[config.mk]
export PLATFORM = sky130hd
export DESIGN_NAME = alu_vector_sequencer
export DESIGN_NICKNAME = d
export VERILOG_FILES = /design/src/rtl/alu_vector_sequencer_pkg.sv /design/src/rtl/alu_vector_sequencer_op_legal.sv /design/src/rtl/alu_vector_sequencer.sv
export SDC_FILE = /design/constraint.sdc
export NUM_CORES = 1
export LEC_CHECK = 0
export ABC_CLOCK_PERIOD_IN_PS = 3000
export BUFFER_PORTS_ARGS = -buffer_cell sky130_fd_sc_hd__buf_2
export CORE_AREA = 2 2 78 80
export CTS_BUF_LIST = sky130_fd_sc_hd__clkbuf_8
export CTS_CLUSTER_DIAMETER = 100
export DETAILED_ROUTE_END_ITERATION = 10
export DIE_AREA = 0 0 80 82
export PLACE_DENSITY_LB_ADDON = 0.12
export SLEW_MARGIN = 25
export SYNTH_ARGS = -nofsm -noshare
export SYNTH_HDL_FRONTEND = slang
export SYNTH_HIERARCHICAL = 1
export SYNTH_SLANG_ARGS = --single-unit
[constraint.sdc]
create_clock -name clk -period 3 [get_ports clk]
set_clock_uncertainty 0.05 [all_clocks]
set_input_delay 0.6 -clock clk [delete_from_list [all_inputs] [get_ports clk]]
set_output_delay 0.6 -clock clk [all_outputs]
set_load 0.02 [all_outputs]
[src/rtl/alu_vector_sequencer_pkg.sv]
// Shared definitions for the vector ALU sequencer: alufn codes, ALU width and FSM encoding.
// Imported by the sequencer, its opcode legality checker and the instruction decoder.
package alu_vector_sequencer_pkg;

    localparam int ALU_DATA_W = 8;
    localparam int ALUFN_W    = 6;

    localparam logic [ALUFN_W-1:0] ALUFN_ADD = 6'b000000;
    localparam logic [ALUFN_W-1:0] ALUFN_SUB = 6'b000001;
    localparam logic [ALUFN_W-1:0] ALUFN_MUL = 6'b000010;
    localparam logic [ALUFN_W-1:0] ALUFN_AND = 6'b000100;
    localparam logic [ALUFN_W-1:0] ALUFN_OR  = 6'b000101;
    localparam logic [ALUFN_W-1:0] ALUFN_XOR = 6'b000110;
    localparam logic [ALUFN_W-1:0] ALUFN_SHL = 6'b001000;
    localparam logic [ALUFN_W-1:0] ALUFN_SHR = 6'b001001;
    localparam logic [ALUFN_W-1:0] ALUFN_SLT = 6'b001010;
    localparam logic [ALUFN_W-1:0] ALUFN_SEQ = 6'b001011;

    typedef enum logic [2:0] {
        ST_IDLE  = 3'd0,
        ST_REJ   = 3'd1,
        ST_RUN   = 3'd2,
        ST_DRAIN = 3'd3,
        ST_FIN   = 3'd4
    } seq_state_t;

endpackage

[src/rtl/alu_vector_sequencer_op_legal.sv]
// Combinational alufn legality check; the decoder instantiates the same block so both agree.
module alu_vector_sequencer_op_legal
    import alu_vector_sequencer_pkg::*;
(
    input  logic [ALUFN_W-1:0] op,
    output logic               legal
);

    always_comb begin
        legal = 1'b0;
        case (op)
            ALUFN_ADD, ALUFN_SUB, ALUFN_MUL,
            ALUFN_AND, ALUFN_OR,  ALUFN_XOR,
            ALUFN_SHL, ALUFN_SHR, ALUFN_SLT, ALUFN_SEQ: legal = 1'b1;
            default:                                    legal = 1'b0;
        endcase
    end

endmodule

[src/rtl/alu_vector_sequencer.sv]
// Steps the 8-bit ALU over the elements of one vector instruction: read -> ALU -> writeback,
// one element per cycle, with zero/overflow reduced into vector flags.
module alu_vector_sequencer
    import alu_vector_sequencer_pkg::*;
#(
    parameter int DATA_W   = ALU_DATA_W,
    parameter int VLEN_MAX = 8,
    parameter int EL_W     = 3,
    parameter int VR_W     = 3
) (
    input  logic                 clk,
    input  logic                 rst,
    input  logic                 instr_valid,
    output logic                 instr_ready,
    input  logic [ALUFN_W-1:0]   instr_op,
    input  logic [VR_W-1:0]      instr_vd,
    input  logic [VR_W-1:0]      instr_va,
    input  logic [VR_W-1:0]      instr_vb,
    input  logic [EL_W:0]        instr_vlen,
    output logic [VR_W+EL_W-1:0] rf_raddr_a,
    output logic [VR_W+EL_W-1:0] rf_raddr_b,
    input  logic [DATA_W-1:0]    rf_rdata_a,
    input  logic [DATA_W-1:0]    rf_rdata_b,
    output logic                 rf_we,
    output logic [VR_W+EL_W-1:0] rf_waddr,
    output logic [DATA_W-1:0]    rf_wdata,
    output logic [DATA_W-1:0]    alu_a,
    output logic [DATA_W-1:0]    alu_b,
    output logic [ALUFN_W-1:0]   alu_fn,
    output logic                 alu_enable,
    input  logic [DATA_W-1:0]    alu_otp,
    input  logic                 alu_zero,
    input  logic                 alu_ovf,
    output logic                 done,
    output logic                 err,
    output logic                 vflag_zero,
    output logic                 vflag_ovf
);

    localparam logic [EL_W:0] VLEN_LIM = VLEN_MAX[EL_W:0];
    localparam logic [EL_W:0] VLEN_ONE = 1;

    seq_state_t         state;
    logic [ALUFN_W-1:0] op_q;
    logic [VR_W-1:0]    vd_q;
    logic [VR_W-1:0]    va_q;
    logic [VR_W-1:0]    vb_q;
    logic [EL_W:0]      vlen_q;
    logic [EL_W:0]      vlen_m1_q;
    logic [EL_W:0]      iss_cnt;

    logic               vld_p0;
    logic [EL_W-1:0]    elem_p0;
    logic               vld_p1;
    logic               last_p1;
    logic [EL_W-1:0]    elem_p1;
    logic [ALUFN_W-1:0] fn_p1;
    logic               vld_p2;
    logic               last_p2;

    logic op_ok;
    logic vlen_ok;
    logic accept;

    alu_vector_sequencer_op_legal u_op_legal (
        .op    (instr_op),
        .legal (op_ok)
    );

    assign vlen_ok    = (instr_vlen != '0) && (instr_vlen <= VLEN_LIM);
    assign accept     = instr_valid && instr_ready;

    assign alu_a      = rf_rdata_a;
    assign alu_b      = rf_rdata_b;
    assign alu_fn     = fn_p1;
    assign alu_enable = vld_p1;
    assign rf_we      = vld_p2;

    always_ff @(posedge clk) begin
        if (rst) begin
            state       <= ST_IDLE;
            instr_ready <= 1'b1;
            done        <= 1'b0;
            err         <= 1'b0;
            vflag_zero  <= 1'b0;
            vflag_ovf   <= 1'b0;
            op_q        <= '0;
            vd_q        <= '0;
            va_q        <= '0;
            vb_q        <= '0;
            vlen_q      <= '0;
            vlen_m1_q   <= '0;
            iss_cnt     <= '0;
            rf_raddr_a  <= '0;
            rf_raddr_b  <= '0;
            vld_p0      <= 1'b0;
            elem_p0     <= '0;
            vld_p1      <= 1'b0;
            last_p1     <= 1'b0;
            elem_p1     <= '0;
            fn_p1       <= '0;
            vld_p2      <= 1'b0;
            last_p2     <= 1'b0;
            rf_waddr    <= '0;
            rf_wdata    <= '0;
        end else begin
            // stage 0: control FSM and read-address issue
            case (state)
                ST_IDLE: begin
                    if (accept) begin
                        op_q        <= instr_op;
                        vd_q        <= instr_vd;
                        va_q        <= instr_va;
                        vb_q        <= instr_vb;
                        vlen_q      <= instr_vlen;
                        vlen_m1_q   <= instr_vlen - VLEN_ONE;
                        instr_ready <= 1'b0;
                        if (op_ok && vlen_ok) begin
                            state      <= ST_RUN;
                            rf_raddr_a <= {instr_va, {EL_W{1'b0}}};
                            rf_raddr_b <= {instr_vb, {EL_W{1'b0}}};
                            vld_p0     <= 1'b1;
                            elem_p0    <= '0;
                            iss_cnt    <= VLEN_ONE;
                            vflag_zero <= 1'b1;
                            vflag_ovf  <= 1'b0;
                        end else begin
                            state      <= ST_REJ;
                            done       <= 1'b1;
                            err        <= 1'b1;
                            vflag_zero <= 1'b0;
                            vflag_ovf  <= 1'b0;
                        end
                    end
                end
                ST_REJ: begin
                    done        <= 1'b0;
                    err         <= 1'b0;
                    instr_ready <= 1'b1;
                    state       <= ST_IDLE;
                end
                ST_RUN: begin
                    if (iss_cnt < vlen_q) begin
                        rf_raddr_a <= {va_q, iss_cnt[EL_W-1:0]};
                        rf_raddr_b <= {vb_q, iss_cnt[EL_W-1:0]};
                        elem_p0    <= iss_cnt[EL_W-1:0];
                        iss_cnt    <= iss_cnt + VLEN_ONE;
                    end else begin
                        vld_p0 <= 1'b0;
                        state  <= ST_DRAIN;
                    end
                end
                ST_DRAIN: begin
                    if (vld_p2 && last_p2) begin
                        done  <= 1'b1;
                        state <= ST_FIN;
                    end
                end
                ST_FIN: begin
                    done        <= 1'b0;
                    instr_ready <= 1'b1;
                    state       <= ST_IDLE;
                end
                default: begin
                    done        <= 1'b0;
                    err         <= 1'b0;
                    instr_ready <= 1'b1;
                    state       <= ST_IDLE;
                end
            endcase

            // stage 1: read data arrives, element presented to the ALU
            vld_p1  <= vld_p0;
            elem_p1 <= elem_p0;
            last_p1 <= vld_p0 && ({1'b0, elem_p0} == vlen_m1_q);
            fn_p1   <= vld_p0 ? op_q : '0;

            // stage 2: capture ALU result for writeback and fold the flags
            vld_p2  <= vld_p1;
            last_p2 <= last_p1;
            if (vld_p1) begin
                rf_waddr   <= {vd_q, elem_p1};
                rf_wdata   <= alu_otp;
                vflag_zero <= vflag_zero & alu_zero;
                vflag_ovf  <= vflag_ovf | alu_ovf;
            end
        end
    end

endmodule

[Word-level counts from Yosys, hierarchy flattened]
Memories as Yosys holds them, arrays and structs flattened.
Cells that the tools add are included.
Word-level totals
  bits of input ports: 48
  flip-flop bits (word level): 78
  logic and storage cells: 107
  memories: 1
  memory bits (read-only): 16
  output and inout port bits: 55
Cells by class
  add/subtract/negate cells: 2
  muxes and demuxes: 39
  reduce and logical (&&, ||, !) cells: 22
  equal/unequal tests: 10
  bitwise logic cells: 6
  $lt $le $gt $ge: 2
Memories
  (no name shown): words 16, width 1, rd ports 1, clocked after memory_dff 0, write ports 0, RTL line alu_vector_sequencer_op_legal.sv:11  | case (op)
Operator list (count)
  $mux W6: 6
  $pmux W6 S2: 2
  $mux W3: 6
  $mux W1: 14
  $mux W4: 3
  $ne A2 B2 Y1 const B: 6
  $reduce_and A4 Y1: 3
  $pmux W3 S3: 1
  $pmux W4 S2: 1
  $eq A3 B2 Y1 const B: 2
  $pmux W1 S2: 3
  $pmux W3 S2: 1
  $reduce_and A2 Y1: 3
  $reduce_and A3 Y1: 2
  $reduce_bool A2 Y1: 3
  $logic_and A1 B1 Y1: 5
  $add A4 B1 Y4 const B: 1
  $eq A3 B4 Y1: 1
  $le A4 B4 Y1 const B: 1
  $lt A4 B4 Y1: 1
  $not A1 Y1: 4
  $reduce_bool A4 Y1: 1
  $reduce_or A2 Y1: 2
  $sub A4 B1 Y4 const B: 1
  8 further kinds: 8

[Longest topological paths before layout]
  word-level depth: 7
  mapped depth: 7
  gate-level depth less buffers: 6

[By module]
The synthesis kept the hierarchy.
Modules (own cells, without submodules)
  alu_vector_sequencer: times used 1, area an instance 3039.2 µm², cells an instance 321, seq. area each 1441.4 µm²
  alu_vector_sequencer_op_legal: times used 1, area an instance 23.8 µm², cells an instance 2, seq. area each 0.0 µm²

[Worst setup path after synthesis]
Ideal clock, no wire load.
  path type: input-to-reg
  start: input instr_op[1]
  end: register iss_cnt[2]
  required time: 2.810 ns
  path buffers: 0
  stages: 6
  path slack: 0.810 ns
  library setup time: 0.140 ns
  arrival time: 2.000 ns
  cells stage by stage: and3b_1 -> a2111oi_2 -> nand4b_1 -> o21a_1 -> o21ai_2 -> a311oi_2
On the way
  word-level cells in the longest chain between the ends: 5
RTL lines
  start: declaration: RTL line alu_vector_sequencer.sv:15  | input logic [ALUFN_W-1:0] instr_op,
  $mem_v2 Z16 W1
  $mux W1: RTL line alu_vector_sequencer_op_legal.sv:11
  via op_ok: RTL line alu_vector_sequencer.sv:61  | logic op_ok;
  $logic_and A1 B1 Y1: RTL line alu_vector_sequencer.sv:118  | if (op_ok && vlen_ok) begin
  $ne A2 B2 Y1 (no line)
  $reduce_and A4 Y1 (no line)
  end signal: assignment: RTL line alu_vector_sequencer.sv:147  | iss_cnt <= iss_cnt + VLEN_ONE;
  end: declaration: RTL line alu_vector_sequencer.sv:50  | logic [EL_W:0] iss_cnt;
The timed path passes the listed nets, and every way through them passes these cells.
A chain may end at the register's enable or synchronous reset.

[Worst setup path in the final report]
  start: input instr_op[3]
  end: register iss_cnt[3]
Same word-level chain as after synthesis.

==> impl_metrics.env <==
export IMPL_drv_cap=0
export IMPL_final_layout_size_suffix_gt1_frac=0.2686
export IMPL_seq_area_sq_mm=0.001441
export IMPL_clkTransAtPathRegs_ns=0.07
export IMPL_clk_latency_ns=0.34
export IMPL_p_leak_nw=1.437
export IMPL_crit_chain="buf_2 > and3b_1 > a2111oi_2 > nand4b_1 > o21a_1 > o21ai_2 > a311oi_1"
export IMPL_rsz0062_at_grt="false"
export IMPL_tns_ns=0
export IMPL_tritoncts="yes"
export IMPL_crit_path_top_delay_cell="a2111oi_2"
export IMPL_synth_edf_count=0
export IMPL_synth_seq_cells=72
export IMPL_fmax_ghz=0.4304
export IMPL_ys_warn_count=6
export IMPL_finalSetupViolCount=0
export IMPL_syn_area_sq_mm=0.003063
export IMPL_synth_largest_area_cell="dfxtp_1"
export IMPL_finalCritPeriodShare=0.7746
export IMPL_clockBufferDepth=2
export IMPL_cp_arrival_ns=2.48
export IMPL_top_level_ports=103
export IMPL_synthesis_nets=376
export IMPL_peakVddDrop_v=0.0004689
export IMPL_cts_resized=0
export IMPL_syn_avg_cell_area_sq_um=9.483
export IMPL_cts_root_buf="clkbuf_8"
export IMPL_multi_input_area_sq_mm=0.001344
export IMPL_nFillCells=516
export IMPL_holdCritPathClass="flip-flop to flip-flop"
export IMPL_port_buffers=70
export IMPL_num_rows=28
export IMPL_ant_nets=0
export IMPL_crit_fanout=9
export IMPL_synth_async_reset_ratio=0
export IMPL_place_congestion=0.7677
export IMPL_htree_levels=3
export IMPL_vias_per_cell=5.364
export IMPL_n_antenna_cell=0
export IMPL_finalCriticalPeriod_ns=2.324
export IMPL_drc_errors=0
export IMPL_max_slew_margin=0.6394
export IMPL_yosysSeqAreaShare=0.4706
export IMPL_routed_wl_um=6406
export IMPL_num_vias=2419
export IMPL_syn2layout_area_growth_pct=15.24
export IMPL_p_per_area_mw_per_mm2=809.9
export IMPL_drtPass1Iterations=4
export IMPL_yosys_cell_count_top_type="dfxtp_1"
export IMPL_cts_setup_buffers=0
export IMPL_hold_buffers=0
export IMPL_grt_usage=0.2034
export IMPL_dieArea_sq_mm=0.006560
export IMPL_core_area_sq_mm=0.005746
export IMPL_grt_overflow=0
export IMPL_synth_cell_types=48
export IMPL_grt_max_degree=44
export IMPL_critPathKind="input port to flip-flop"
export IMPL_drt_wirelength_per_cell_um=14.20
export IMPL_synthFlopType="dfxtp_1"
export IMPL_hold_viol=0
export IMPL_dp_hpwl_um=4408
export IMPL_synth_area_top_cells="dfxtp_1 (47%), mux2i_1 (6.9%), nand2_1 (5.4%)"
export IMPL_critPathRequiredTime_ns=3.15
export IMPL_status="finished, final reports clean"
export IMPL_dieHeight_um=82
export IMPL_worst_setup_path_start_kind="input port"
export IMPL_drt_iter0_markers=190
export IMPL_worstSetupEndpointType="flip-flop"
export IMPL_grt_pass1_wl_um=10220
export IMPL_nets=425
export IMPL_slew_violations=0
export IMPL_numCtsBuffers=9
export IMPL_power_mw=2.859
export IMPL_cts_sinks=72
export IMPL_syn_instance_count=323
export IMPL_synth_top_cell_area_share=0.4706
export IMPL_final_util=0.6143
export IMPL_dieWidth_um=80
export IMPL_worst_slew_pin_slew_ns=0.5399
export IMPL_initial_utilization=0.5331
export IMPL_max_stage_delay_ns=0.47
export IMPL_antenna_found_initial=0
export IMPL_grt_pass1_vias=2175
export IMPL_synthTopCellsByCount="dfxtp_1 (72), nand2_1 (44), a21oi_1 (31)"
## worst max-delay path: cells and delay by family
| kind | cells | cell delay (ns) |
|---|---|---|
| AOI/OAI and AO/OA | 4 | 1.32 |
| and+or+nand+nor | 2 | 0.46 |
| buffers and inverters | 1 | 0.10 |
## power by group
group,internal [mW],switching [mW],total (mW)
sequential,1.09,0.107,1.20
clock,0.546,0.353,0.899
combinational,0.297,0.467,0.764
total,1.93,0.927,2.86
## path summary, 6_finish.rpt
path                             startpoint    endpoint  slack, ns  cells past startpoint
worst max-delay path            instr_op[3]  iss_cnt[3]       0.68                      7
worst min-delay path                   done        done       0.39                      2
worst min register to register         done        done       0.39                      2
worst max register to register     state[2]  iss_cnt[3]       1.02                      4
## kinds of logic after synthesis
logic type / synth area share
compound gates: 0.1703
xor+xnor: 0.01430
fa+ha+maj: 0.02042
buf+inv: 0.09068
flops: 0.4706
mux: 0.06863
simple gates: 0.1650
## layer usage
metal	vias to the layer above	global-route usage	routed length, um
li1	1207	-	-
met5	-	0	0
met3	11	0.05824	386
met4	0	0.08475	105
met1	1124	0.2686	2901
met2	77	0.3133	3013
## through the flow
| step | hold WS [ns] | cells | instance area [sq um] | setup WS [ns] |
|---|---|---|---|---|
| 5_1_grt | 0.4165 | 451 | 3530 | 0.4745 |
| 3_3_place_gp | 0.3513 | 436 | 3297 | 0.3923 |
| 6_report | 0.3941 | 451 | 3530 | 0.6763 |
| 2_1_floorplan | 0.3413 | 323 | 3063 | 0.8098 |
| 4_1_cts | 0.3877 | 451 | 3530 | 0.6480 |
| 3_5_place_dp | 0.3778 | 436 | 3297 | 0.2882 |
## state kept, by name (all words and copies together) (netlist names), 3 cells and up
register and cells:
rf_wdata 8, rf_raddr_b 3, iss_cnt 4, vd_q 3
vlen_q 4, rf_raddr_a 6, rf_waddr 6, va_q 3
op_q 6, vb_q 3, vlen_m1_q 4, state 3
alu_fn 6, elem_p1 3
## layout by cell type, fill, tap and decap left out, types with 7 or more instances in the layout
cell type and n:
a21oi_1 31, mux2i_1 21, clkbuf_8 9, dfxtp_1 72, o211ai_1 7, inv_1 8, buf_2 70, and2_1 7
nand2_1 44, a211oi_1 15, nor2b_1 7, nor2_1 20
## cell type report
type                    count  area share
multi-input cells         206      0.3807
inverters                   8    0.008508
clock inverters             6     0.03084
flip-flops and latches     72      0.4084
repair buffers             75      0.1099
well taps                  75     0.02659
clock buffers               9     0.03509
(Power assumes the default switching activity.)
